### config.mk
export PLATFORM = sky130hd
export DESIGN_NAME = led_scan_controller_flat
export DESIGN_NICKNAME = d
export VERILOG_FILES = /design/src/rtl/led_scan_controller_if.sv /design/src/rtl/led_scan_controller.sv /design/src/flat_wrapper.sv
export SDC_FILE = /design/constraint.sdc
export NUM_CORES = 1
export LEC_CHECK = 0
export ABC_AREA = 1
export CAP_MARGIN = 40
export CELL_PAD_IN_SITES_DETAIL_PLACEMENT = 0
export CELL_PAD_IN_SITES_GLOBAL_PLACEMENT = 2
export CORE_ASPECT_RATIO = 0.75
export CORE_MARGIN = 2
export CORE_UTILIZATION = 33
export CTS_CLUSTER_SIZE = 24
export DETAILED_ROUTE_END_ITERATION = 7
export GPL_ROUTABILITY_DRIVEN = 0
export HOLD_SLACK_MARGIN = 0.12
export PLACE_DENSITY_LB_ADDON = 0.15
export SYNTH_ARGS = -nofsm -noshare
export SYNTH_HDL_FRONTEND = slang
export SYNTH_SLANG_ARGS = --single-unit
### constraint.sdc
create_clock -name clk -period 4.45 [get_ports clk]
set_input_delay 0.6675 -clock clk [delete_from_list [all_inputs] [get_ports clk]]
set_output_delay 0.6675 -clock clk [all_outputs]
set_load 0.01 [all_outputs]
### src/rtl/led_scan_controller_if.sv
// Bus between the scan controller and its user.
// The user side drives the display word and enable.
// The controller side returns the scan position and the digit drive.
interface led_scan_controller_if #(
    parameter int NUM_DIGITS = 8
);
    localparam int IW = (NUM_DIGITS > 1) ? $clog2(NUM_DIGITS) : 1;

    logic                    en;
    logic                    load;
    logic [4*NUM_DIGITS-1:0] value;
    logic [NUM_DIGITS-1:0]   blank;
    logic                    busy;
    logic [3:0]              char;
    logic [NUM_DIGITS-1:0]   AN;
    logic [IW-1:0]           digit_idx;
    logic                    frame_tick;

    modport master (
        output en, load, value, blank,
        input  busy, char, AN, digit_idx, frame_tick
    );

    modport slave (
        input  en, load, value, blank,
        output busy, char, AN, digit_idx, frame_tick
    );
endinterface

### src/rtl/led_scan_controller.sv
// Time-multiplexed seven-segment scanner.
// A new word is held in a pending buffer and becomes active only when the
// digit index wraps, so a frame never mixes two words. char and AN are
// registered from next-state values, so they move on the same edge as
// digit_idx.
module led_scan_controller #(
    parameter int NUM_DIGITS = 8,
    parameter int PRESCALE   = 100000
) (
    input  logic                 clk,
    input  logic                 reset,
    led_scan_controller_if.slave bus
);
    localparam int IW = (NUM_DIGITS > 1) ? $clog2(NUM_DIGITS) : 1;
    localparam int CW = (PRESCALE > 1) ? $clog2(PRESCALE) : 1;
    localparam int VW = 4 * NUM_DIGITS;

    logic [CW-1:0]         cnt, ncnt;
    logic [IW-1:0]         idx, nidx;
    logic [VW-1:0]         pend_value, act_value, nact_value;
    logic [NUM_DIGITS-1:0] pend_blank, act_blank, nact_blank;
    logic [NUM_DIGITS-1:0] nan, an_q;
    logic                  busy, nbusy, wrap, commit;
    logic [3:0]            char_q;
    logic                  tick_q;

    // Next scan position, commit decision and next anode pattern
    always_comb begin
        ncnt       = cnt;
        nidx       = idx;
        wrap       = 1'b0;
        commit     = 1'b0;
        nact_value = act_value;
        nact_blank = act_blank;
        nbusy      = busy;
        nan        = '1;

        if (bus.en) begin
            if (cnt == CW'(PRESCALE - 1)) begin
                ncnt = '0;
                if (idx == IW'(NUM_DIGITS - 1)) begin
                    nidx = '0;
                    wrap = 1'b1;
                end else begin
                    nidx = idx + IW'(1);
                end
            end else begin
                ncnt = cnt + CW'(1);
            end
            commit = wrap && (busy || bus.load);
        end else begin
            // Nothing is lit while disabled, so tearing is impossible:
            // commit at once.
            commit = busy || bus.load;
        end

        // A load on the commit edge bypasses the older pending word
        if (commit) begin
            nact_value = bus.load ? bus.value : pend_value;
            nact_blank = bus.load ? bus.blank : pend_blank;
            nbusy      = 1'b0;
        end else if (bus.load) begin
            nbusy = 1'b1;
        end

        for (int i = 0; i < NUM_DIGITS; i++) begin
            nan[i] = !(bus.en && (IW'(i) == nidx) && !nact_blank[i]);
        end
    end

    // State and registered display outputs
    always_ff @(posedge clk or posedge reset) begin
        if (reset) begin
            cnt        <= '0;
            idx        <= '0;
            pend_value <= '0;
            pend_blank <= '1;
            act_value  <= '0;
            act_blank  <= '1;
            busy       <= 1'b0;
            char_q     <= '0;
            an_q       <= '1;
            tick_q     <= 1'b0;
        end else begin
            cnt       <= ncnt;
            idx       <= nidx;
            act_value <= nact_value;
            act_blank <= nact_blank;
            busy      <= nbusy;
            char_q    <= nact_value[{nidx, 2'b00} +: 4];
            an_q      <= nan;
            tick_q    <= wrap;
            if (bus.load) begin
                pend_value <= bus.value;
                pend_blank <= bus.blank;
            end
        end
    end

    assign bus.busy       = busy;
    assign bus.char       = char_q;
    assign bus.AN         = an_q;
    assign bus.digit_idx  = idx;
    assign bus.frame_tick = tick_q;
endmodule
### src/flat_wrapper.sv
// flat-port wrapper written by rule: the top's interface ports become plain ports
module led_scan_controller_flat 
#(
    parameter int NUM_DIGITS = 8,
    parameter int PRESCALE   = 100000
)
  (clk, reset, bus_en, bus_load, bus_value, bus_blank, bus_busy, bus_char, bus_AN, bus_digit_idx, bus_frame_tick);
  led_scan_controller_if #(.NUM_DIGITS(NUM_DIGITS)) bus_i ();
  input  logic clk;
  input  logic reset;
  input wire logic [$bits(bus_i.en)-1:0] bus_en;
  input wire logic [$bits(bus_i.load)-1:0] bus_load;
  input wire logic [$bits(bus_i.value)-1:0] bus_value;
  input wire logic [$bits(bus_i.blank)-1:0] bus_blank;
  output wire logic [$bits(bus_i.busy)-1:0] bus_busy;
  output wire logic [$bits(bus_i.char)-1:0] bus_char;
  output wire logic [$bits(bus_i.AN)-1:0] bus_AN;
  output wire logic [$bits(bus_i.digit_idx)-1:0] bus_digit_idx;
  output wire logic [$bits(bus_i.frame_tick)-1:0] bus_frame_tick;
  assign bus_i.en = bus_en;
  assign bus_i.load = bus_load;
  assign bus_i.value = bus_value;
  assign bus_i.blank = bus_blank;
  assign bus_busy = bus_i.busy;
  assign bus_char = bus_i.char;
  assign bus_AN = bus_i.AN;
  assign bus_digit_idx = bus_i.digit_idx;
  assign bus_frame_tick = bus_i.frame_tick;
  led_scan_controller #(.NUM_DIGITS(NUM_DIGITS), .PRESCALE(PRESCALE)) u_core (.clk(clk), .reset(reset), .bus(bus_i));
endmodule
* Yosys cells after proc, flatten, opt, wreduce, memory -nomap -nowiden
Index checks and enable logic that the tools add are counted.
Cells by class: equal/unequal tests 9, add/sub/neg operators 2, reductions and logical operators 36, muxes and demuxes 15, shift-type cells 1
Operator list (number):
- 32-bit 2-to-1 mux | 2
- 32-bit by 6-bit indexed part select with 4-bit output | 1
- 17-bit by 1-bit adder with 17-bit output, second input constant | 1
- 17-bit equality test, second input constant | 1
- 1-bit logical AND | 17
- 17-bit 2-to-1 mux | 1
- 1-bit zero test | 16
- 8-bit 2-to-1 mux | 2
- 3-bit equality test, first input constant | 4
- 3-bit 2-to-1 mux | 3
- 1-bit 2-to-1 mux | 7
- 2-bit by 3-bit equality test with 1-bit output, first input constant | 2
- 3-bit by 1-bit adder with 3-bit output, second input constant | 1
- 1-bit by 3-bit equality test with 1-bit output, first input constant | 1
- 3-bit equality test, second input constant | 1
- 3-bit zero test | 1
- 2-bit nonzero test | 1
- 1-bit logical OR | 1
Storage, ports and cells: register bits 114, word-level logic and storage cells 73, input bits 44

* Logic depth before layout (Yosys ltp)
Gate-level depths: netlist (run 1).
depth in word-level cells 10, gate-level depth with buffers 16

* Worst setup path before layout (run 1)
Ideal clock, no wire load.
kind input to register, start in bus_load, end reg u_core.an_q[4] (netlist: u_core.bus.AN[4]), required time 4.356 ns, library setup time 0.094 ns, buffers on the path 2, stages 9, data arrival time 1.713 ns, setup slack 2.643 ns, cell sequence clkbuf_1 nor2_1 inv_1 nand2_2 inv_2 buf_4 or2_2 o21ai_0 nand4_1
Between the ends: longest elaborated chain between the ends 7
Ends and longest elaborated chain:
- from (decl) | RTL line flat_wrapper.sv:12 | input wire logic [$bits(bus_i.load)-1:0] bus_load;
- 1-bit logical OR | RTL line led_scan_controller.sv:50, led_scan_controller.sv:54
- 1-bit logical AND | RTL line led_scan_controller.sv:50 | commit = wrap && (busy || bus.load);
- 1-bit 2-to-1 mux | RTL line led_scan_controller.sv:38 | if (bus.en) begin
- 8-bit 2-to-1 mux * | RTL line led_scan_controller.sv:58 | if (commit) begin
- 1-bit zero test * | RTL line led_scan_controller.sv:67 | nan[i] = !(bus.en && (IW'(i) == nidx) && !nact_blank[i]);
- 1-bit logical AND * | RTL line led_scan_controller.sv:67
- 1-bit zero test * | RTL line led_scan_controller.sv:67
- named net u_core.nan[4] | RTL line led_scan_controller.sv:22 | logic [NUM_DIGITS-1:0] nan, an_q;
- to (signal assigned) | RTL line led_scan_controller.sv:91 | an_q <= nan;
- to (decl) | RTL line led_scan_controller.sv:22
Mark *: on every way through the listed nets, which the timed path passes. The rest lies on a longest branch. A chain may end at the register's enable or synchronous reset.

* Worst setup path in the final report (run 1)
start in bus_en, end reg u_core.an_q[5] (netlist: u_core.bus.AN[5])
Between the ends: longest elaborated chain between the ends 5
Ends and longest elaborated chain:
- from (decl) | RTL line flat_wrapper.sv:11 | input wire logic [$bits(bus_i.en)-1:0] bus_en;
- 3-bit 2-to-1 mux or 1-bit 2-to-1 mux (tied branches) | RTL line led_scan_controller.sv:38
- 3-bit equality test or 8-bit 2-to-1 mux (tied branches) | RTL line led_scan_controller.sv:67, led_scan_controller.sv:58
- 1-bit logical AND or 1-bit zero test (tied branches) | RTL line led_scan_controller.sv:67
- 1-bit logical AND * | RTL line led_scan_controller.sv:67
- 1-bit zero test * | RTL line led_scan_controller.sv:67
- named net u_core.nan[5] | RTL line led_scan_controller.sv:22
Marks and branches as above.

==> results of run 1 <==
## how the worst min path moves through the flow
stage                               from              endpoint
floorplan           u_core.act_value[10]  u_core.act_value[10]
global placement    u_core.act_value[23]  u_core.act_value[23]
detailed placement   u_core.act_value[6]   u_core.act_value[6]
CTS                 u_core.act_value[30]  u_core.act_value[30]
global route         u_core.act_value[6]   u_core.act_value[6]
finish              u_core.act_value[27]  u_core.act_value[27]
## cell type report
type	count	area, um^2
Clock inverter	4	22.5
Timing Repair Buffer	69	688
Clock buffer	28	529
Sequential cell	114	2880
Fill cell	1554	8270
Inverter	47	179
Tap cell	200	250
Multi-Input combinational cell	407	1820
## per-layer routing
metal  vias up  routed length (um)  part of all wire
met5         -                   0                 0
met4         0                 129             0.011
met1      1870                5930              0.50
met2        60                5380              0.45
li1       1956                   -                 -
met3        12                 482             0.040
## cell usage in the layout (no fill, tap or decap), types with 10 or more instances in the layout
| cell type | instances |
|---|---|
| nand3_1 | 39 |
| clkdlybuf4s50_1 | 60 |
| inv_2 | 10 |
| nand2_1 | 262 |
| o21ai_0 | 11 |
| clkbuf_16 | 19 |
| dfstp_2 | 24 |
| inv_1 | 36 |
| nor2_1 | 35 |
| dfrtp_1 | 90 |
## cells in the mapped netlist (all sizes together)
cell type | count | area, um^2
o21a | 1 | 7.51
nand2 | 268 | 1030
ha | 3 | 37.5
nor2 | 43 | 214
buf | 10 | 66.3
nor4 | 1 | 6.26
clkbuf | 12 | 45.0
a31oi | 2 | 12.5
nand3 | 40 | 205
dfstp | 24 | 631
nor3 | 9 | 45.0
nor3b | 1 | 12.5
nand4 | 8 | 56.3
inv | 47 | 176
xor2 | 5 | 43.8
or2 | 8 | 50.1
o211ai | 1 | 7.51
o21ai | 12 | 60.1
xnor2 | 2 | 17.5
a21oi | 3 | 15.0
dfrtp | 90 | 2250
## worst max-delay path, cell delays in order
cell,delay [ns]
clkdlybuf4s50_1,0.85
nand2_2,0.08
buf_4,0.23
nand2_2,0.40
inv_2,0.27
or2_2,0.33
o21ai_0,0.12
nand4_1,0.13
## flip-flops by register name (all words and copies together) (netlist names)
name and flops:
u_core.cnt 17, u_core.act_value 32, u_core.bus.digit_idx 3, u_core.bus.AN 8, u_core.act_blank 8, u_core.bus.busy 1, u_core.bus.frame_tick 1, u_core.bus.char 4
u_core.pend_blank 8, u_core.pend_value 32
## power groups by stage
stage          sequential [mW]  clock [mW]  combinational [mW]
2_1_floorplan             1.23           0               0.229
3_3_place_gp              1.24           0               0.342
4_1_cts                   1.23        1.28               0.353
5_1_grt                   1.24        1.34               0.399
3_5_place_dp              1.24           0               0.350
6_report                  1.23        1.26               0.343
## per-stage QoR
step,std cells,hold WS (ns)
after floorplan,590,0.438
after global placement,835,0.457
after detailed placement,836,0.457
after CTS,868,0.469
after global routing,869,0.479
final,869,0.468
## kinds of logic (layout without fill, tap and decap cells)
family          Yosys count  in the layout  share of synthesized area
flops                   114            114                      0.577
xor+xnor                  7              7                     0.0123
simple gates            378            378                      0.325
fa+ha+maj                 3              3                    0.00752
compound gates           19             19                     0.0205
buf+inv                  69            148                     0.0576
==> flow_summary.json, run 1 <==
{
  "via_per_inst": 4.49,
  "ant_nets": 0,
  "switching_power_mw": 0.714,
  "cts_resized": 0,
  "power_mw": 2.83,
  "hpwl_um": 8330,
  "antennaDiodeCount": 0,
  "crit_end": "u_core.bus.AN[5]",
  "worstReg2RegEnd": "u_core.bus.char[0]",
  "r2r-start": "u_core.cnt[0]",
  "clk_latency_ns": 0.41,
  "grt_use_met3": 0.0471,
  "cellLeakagePower_nw": 3.14,
  "core_area_um2": 14600,
  "initial_core_util": 0.341,
  "worstPathArrival_ns": 3.10,
  "internal-power_mw": 2.12,
  "grt_pass1_wl_um": 20300,
  "track_usage": 0.158,
  "r2r_slack_ns": 1.82,
  "io_buffers": 60,
  "setup_slack_ns": 1.65,
  "holdPathStages": 2,
  "areaGrowthSynthToFinish_pct": 27.7,
  "status": "finished, final reports clean",
  "dp_slack_ns": 1.19,
  "start_kind": "input pin",
  "ctsHoldBuffers": 0,
  "clkPwrFrac": 0.445,
  "drtIter0Drc": 150,
  "slew_violations": 0,
  "htree_levels": 4,
  "grt_pass1_vias": 4053,
  "vias": 3898,
  "use_met2": 0.240,
  "synth_cell_types": 32,
  "setup_viol": 0,
  "core.rowCount": 38,
  "hp-class": "flop to flop",
  "die_y_um": 111,
  "synth_warnings": 0,
  "swShare": 0.252,
  "final.min_clock_period_ns": 2.80,
  "pwr-share-seq": 0.434,
  "drive_gt1_frac": 0.141,
  "period_share": 0.629,
  "dr.pass1.iters": 6,
  "dpl-instance-area_um2": 5810,
  "die_x_um": 146,
  "fin_util": 0.435,
  "synth_area_um2": 4990,
  "top_level_ports": 61,
  "tritoncts": "done",
  "dieArea_um2": 16100,
  "wire_per_inst_um": 13.7,
  "end_kind": "flop",
  "fin_nets": 703,
  "cts_setup_buffers": 0,
  "cts_buffers": 17,
  "cts_root_buf": "clkbuf_16",
  "path_clk_slew_ns": 0.05,
  "startpoint": "bus_en",
  "syn_nets": 637,
  "power_frac_comb": 0.121,
  "worstMarginPinSlew_ns": 0.597,
  "top_usage_layer": "met2",
  "hold_viol_final": 0,
  "rsz0062_at_grt": "false",
  "cts_sinks": 114,
  "grt_max_degree": 56,
  "power_density_nw_per_um2": 444,
  "wl_um": 11900,
  "cap_violations": 0,
  "ys_seq_area_frac": 0.577,
  "slew_headroom": 0.601,
  "synth_cells": 590,
  "gr-total-overflow": 0,
  "syn_avg_cell_area_um2": 8.46,
  "fin_tns_setup_ns": 0,
  "required_ns": 4.75,
  "cp_max_fo": 26,
  "drc_errors": 0,
  "ys_ff_latch": 114,
  "worstRegToRegCells": 16,
  "fin_area_um2": 6370,
  "grt_use_met1": 0.218,
  "clockBufferDepth": 2,
  "path_class": "input pin to flop",
  "worst_clock_skew_ns": 0.0126,
  "irDropWorstVdd_v": 0.000246,
  "antenna_found_initial": 0,
  "fmax_mhz": 357
}
(Power assumes the default switching activity.)
==> run 2, diff against run 1 <==
Settings changed: CORE_UTILIZATION 33 to 30.
Clock period 4.45 ns to 2.3 ns, I/O delays scaled along.
==> run 2 against run 1 <==
Clock-buffer cell count unchanged. Via count increased by 0.26%. Sequential share of layout area fell by 0.60 points. Sequential cell count stayed put. Critical path type is now flop to flop. Critical endpoint is now u_core.bus.char[2]. Highest routed layer unchanged.
==> flow_summary.json, run 2 (synthesized netlist as in run 1, its figures left out) <==
{
  "cap_violations": 0,
  "die_y_um": 116,
  "antenna_found_initial": 0,
  "top_regs": "u_core.act_value: 32 flops, u_core.pend_value: 32 flops, u_core.cnt: 17 flops",
  "rsz0062_at_grt": "false",
  "final.min_clock_period_ns": 2.08,
  "start_kind": "flop",
  "worstPathArrival_ns": 2.42,
  "via_per_inst": 4.40,
  "clk_latency_ns": 0.41,
  "ctsHoldBuffers": 0,
  "fin_util": 0.400,
  "drtIter0Drc": 198,
  "cts_sinks": 114,
  "grt_max_degree": 55,
  "use_met2": 0.237,
  "htree_levels": 4,
  "mostFrequentLayoutCells": "nand2_1, dfrtp_1, clkdlybuf4s50_1",
  "hpwl_um": 8810,
  "drc_errors": 0,
  "final_common_cell": "nand2_1",
  "slew_violations": 0,
  "grt_use_met1": 0.212,
  "r2r-start": "u_core.bus.digit_idx[0]",
  "worstReg2RegEnd": "u_core.bus.char[2]",
  "worstMarginPinSlew_ns": 0.472,
  "vias": 3908,
  "grt_use_met3": 0.0471,
  "final.fill_count": 1656,
  "antennaDiodeCount": 0,
  "path_clk_slew_ns": 0.05,
  "period_share": 0.904,
  "clockBufferDepth": 2,
  "worstRegToRegCells": 11,
  "worst_clock_skew_ns": 0.0139,
  "slew_headroom": 0.685,
  "top_usage_layer": "met2",
  "cts_buffers": 17,
  "cellLeakagePower_nw": 3.18,
  "grt_pass1_vias": 4077,
  "cp_max_fo": 9,
  "fmax_mhz": 481,
  "wl_um": 12600,
  "die_x_um": 153,
  "cts_root_buf": "clkbuf_16",
  "gr-total-overflow": 0,
  "required_ns": 2.64,
  "drive_gt1_frac": 0.153,
  "hold_viol_final": 0,
  "hp-class": "input pin to async pin",
  "top_level_ports": 61,
  "power_mw": 5.49,
  "dr.pass1.iters": 4,
  "io_buffers": 60,
  "ant_nets": 0,
  "end_kind": "flop",
  "dieArea_um2": 17700,
  "cts_setup_buffers": 0,
  "irDropWorstVdd_v": 0.000559,
  "path_class": "flop to flop",
  "wire_per_inst_um": 14.2,
  "tritoncts": "done",
  "track_usage": 0.154,
  "areaGrowthSynthToFinish_pct": 29.4,
  "core_area_um2": 16200,
  "r2r_slack_ns": 0.22,
  "fin_tns_setup_ns": 0,
  "setup_viol": 0,
  "power_density_nw_per_um2": 850,
  "initial_core_util": 0.309,
  "cts_resized": 0,
  "fin_nets": 712,
  "status": "finished, final reports clean",
  "core.rowCount": 40,
  "grt_pass1_wl_um": 21200
}
==> run 2: cell types whose count changed in the layout (fill, tap and decap cells not counted), sizes merged <==
cell / previous run / this run
buf: 9 / 18
inv: 47 / 46
clkinvlp: 1 / 2
==> run 2: where the power goes <==
part	leakage [nW]	switching, mW	internal, mW
combinational	1.56	0.403	0.283
sequential	1.36	0.119	2.27
clock	0.270	0.871	1.55
total	3.18	1.39	4.10
==> run 2: final cells by class <==
class / instances / area (um^2) / area share
clock inverter: 4 / 22.5 / 0.00349
clock buffer: 28 / 528 / 0.0818
inverter: 47 / 180 / 0.0279
timing repair buffer: 78 / 761 / 0.118
tap: 210 / 263 / 0.0407
sequential: 114 / 2880 / 0.446
multi-input combinational: 407 / 1820 / 0.282
==> run 2: worst max path at each step <==
stage                                 start                 end  slack [ns]
finish              u_core.bus.digit_idx[0]  u_core.bus.char[2]        0.22
global route                  u_core.cnt[0]  u_core.bus.char[3]        0.01
CTS                 u_core.bus.digit_idx[0]  u_core.bus.char[2]        0.11
detailed placement                   bus_en  u_core.bus.char[2]       -0.01
global placement                     bus_en  u_core.bus.char[2]       0.006
floorplan           u_core.bus.digit_idx[0]    u_core.bus.AN[4]        0.53
==> run 2: per-layer routing <==
| metal | up-vias | part of all wire |
|---|---|---|
| li1 | 1983 | - |
| met1 | 1863 | 0.52 |
| met2 | 55 | 0.44 |
| met3 | 7 | 0.034 |
| met4 | 0 | 0.0074 |
| met5 | - | 0 |
==> run 2: critical path, stage by stage, from the launching register on <==
cell	delay, ns
dfrtp_1	0.42
ha_1	0.22
ha_1	0.22
nor2_1	0.15
nand4_2	0.14
nand2_4	0.17
inv_2	0.06
nor2_4	0.25
nand2_1	0.12
nand3_1	0.11
nor2_1	0.05
nor2_1	0.10
==> run 2: stage by stage <==
stage	hold WS (ns)	instance area [um^2]	setup WS [ns]	instances
2_1_floorplan	0.438	5000	0.527	590
3_3_place_gp	0.454	5900	0.00558	855
3_5_place_dp	0.457	5900	-0.0133	855
4_1_cts	0.315	6450	0.112	887
5_1_grt	0.329	6460	0.0143	888
6_report	0.311	6460	0.221	888
==> run 3, diff against run 2 <==
Settings changed: SKIP_LAST_GASP from default to 1.
==> results of run 3 <==
No change in the layout: final DEF, timing and power equal those of run 2.
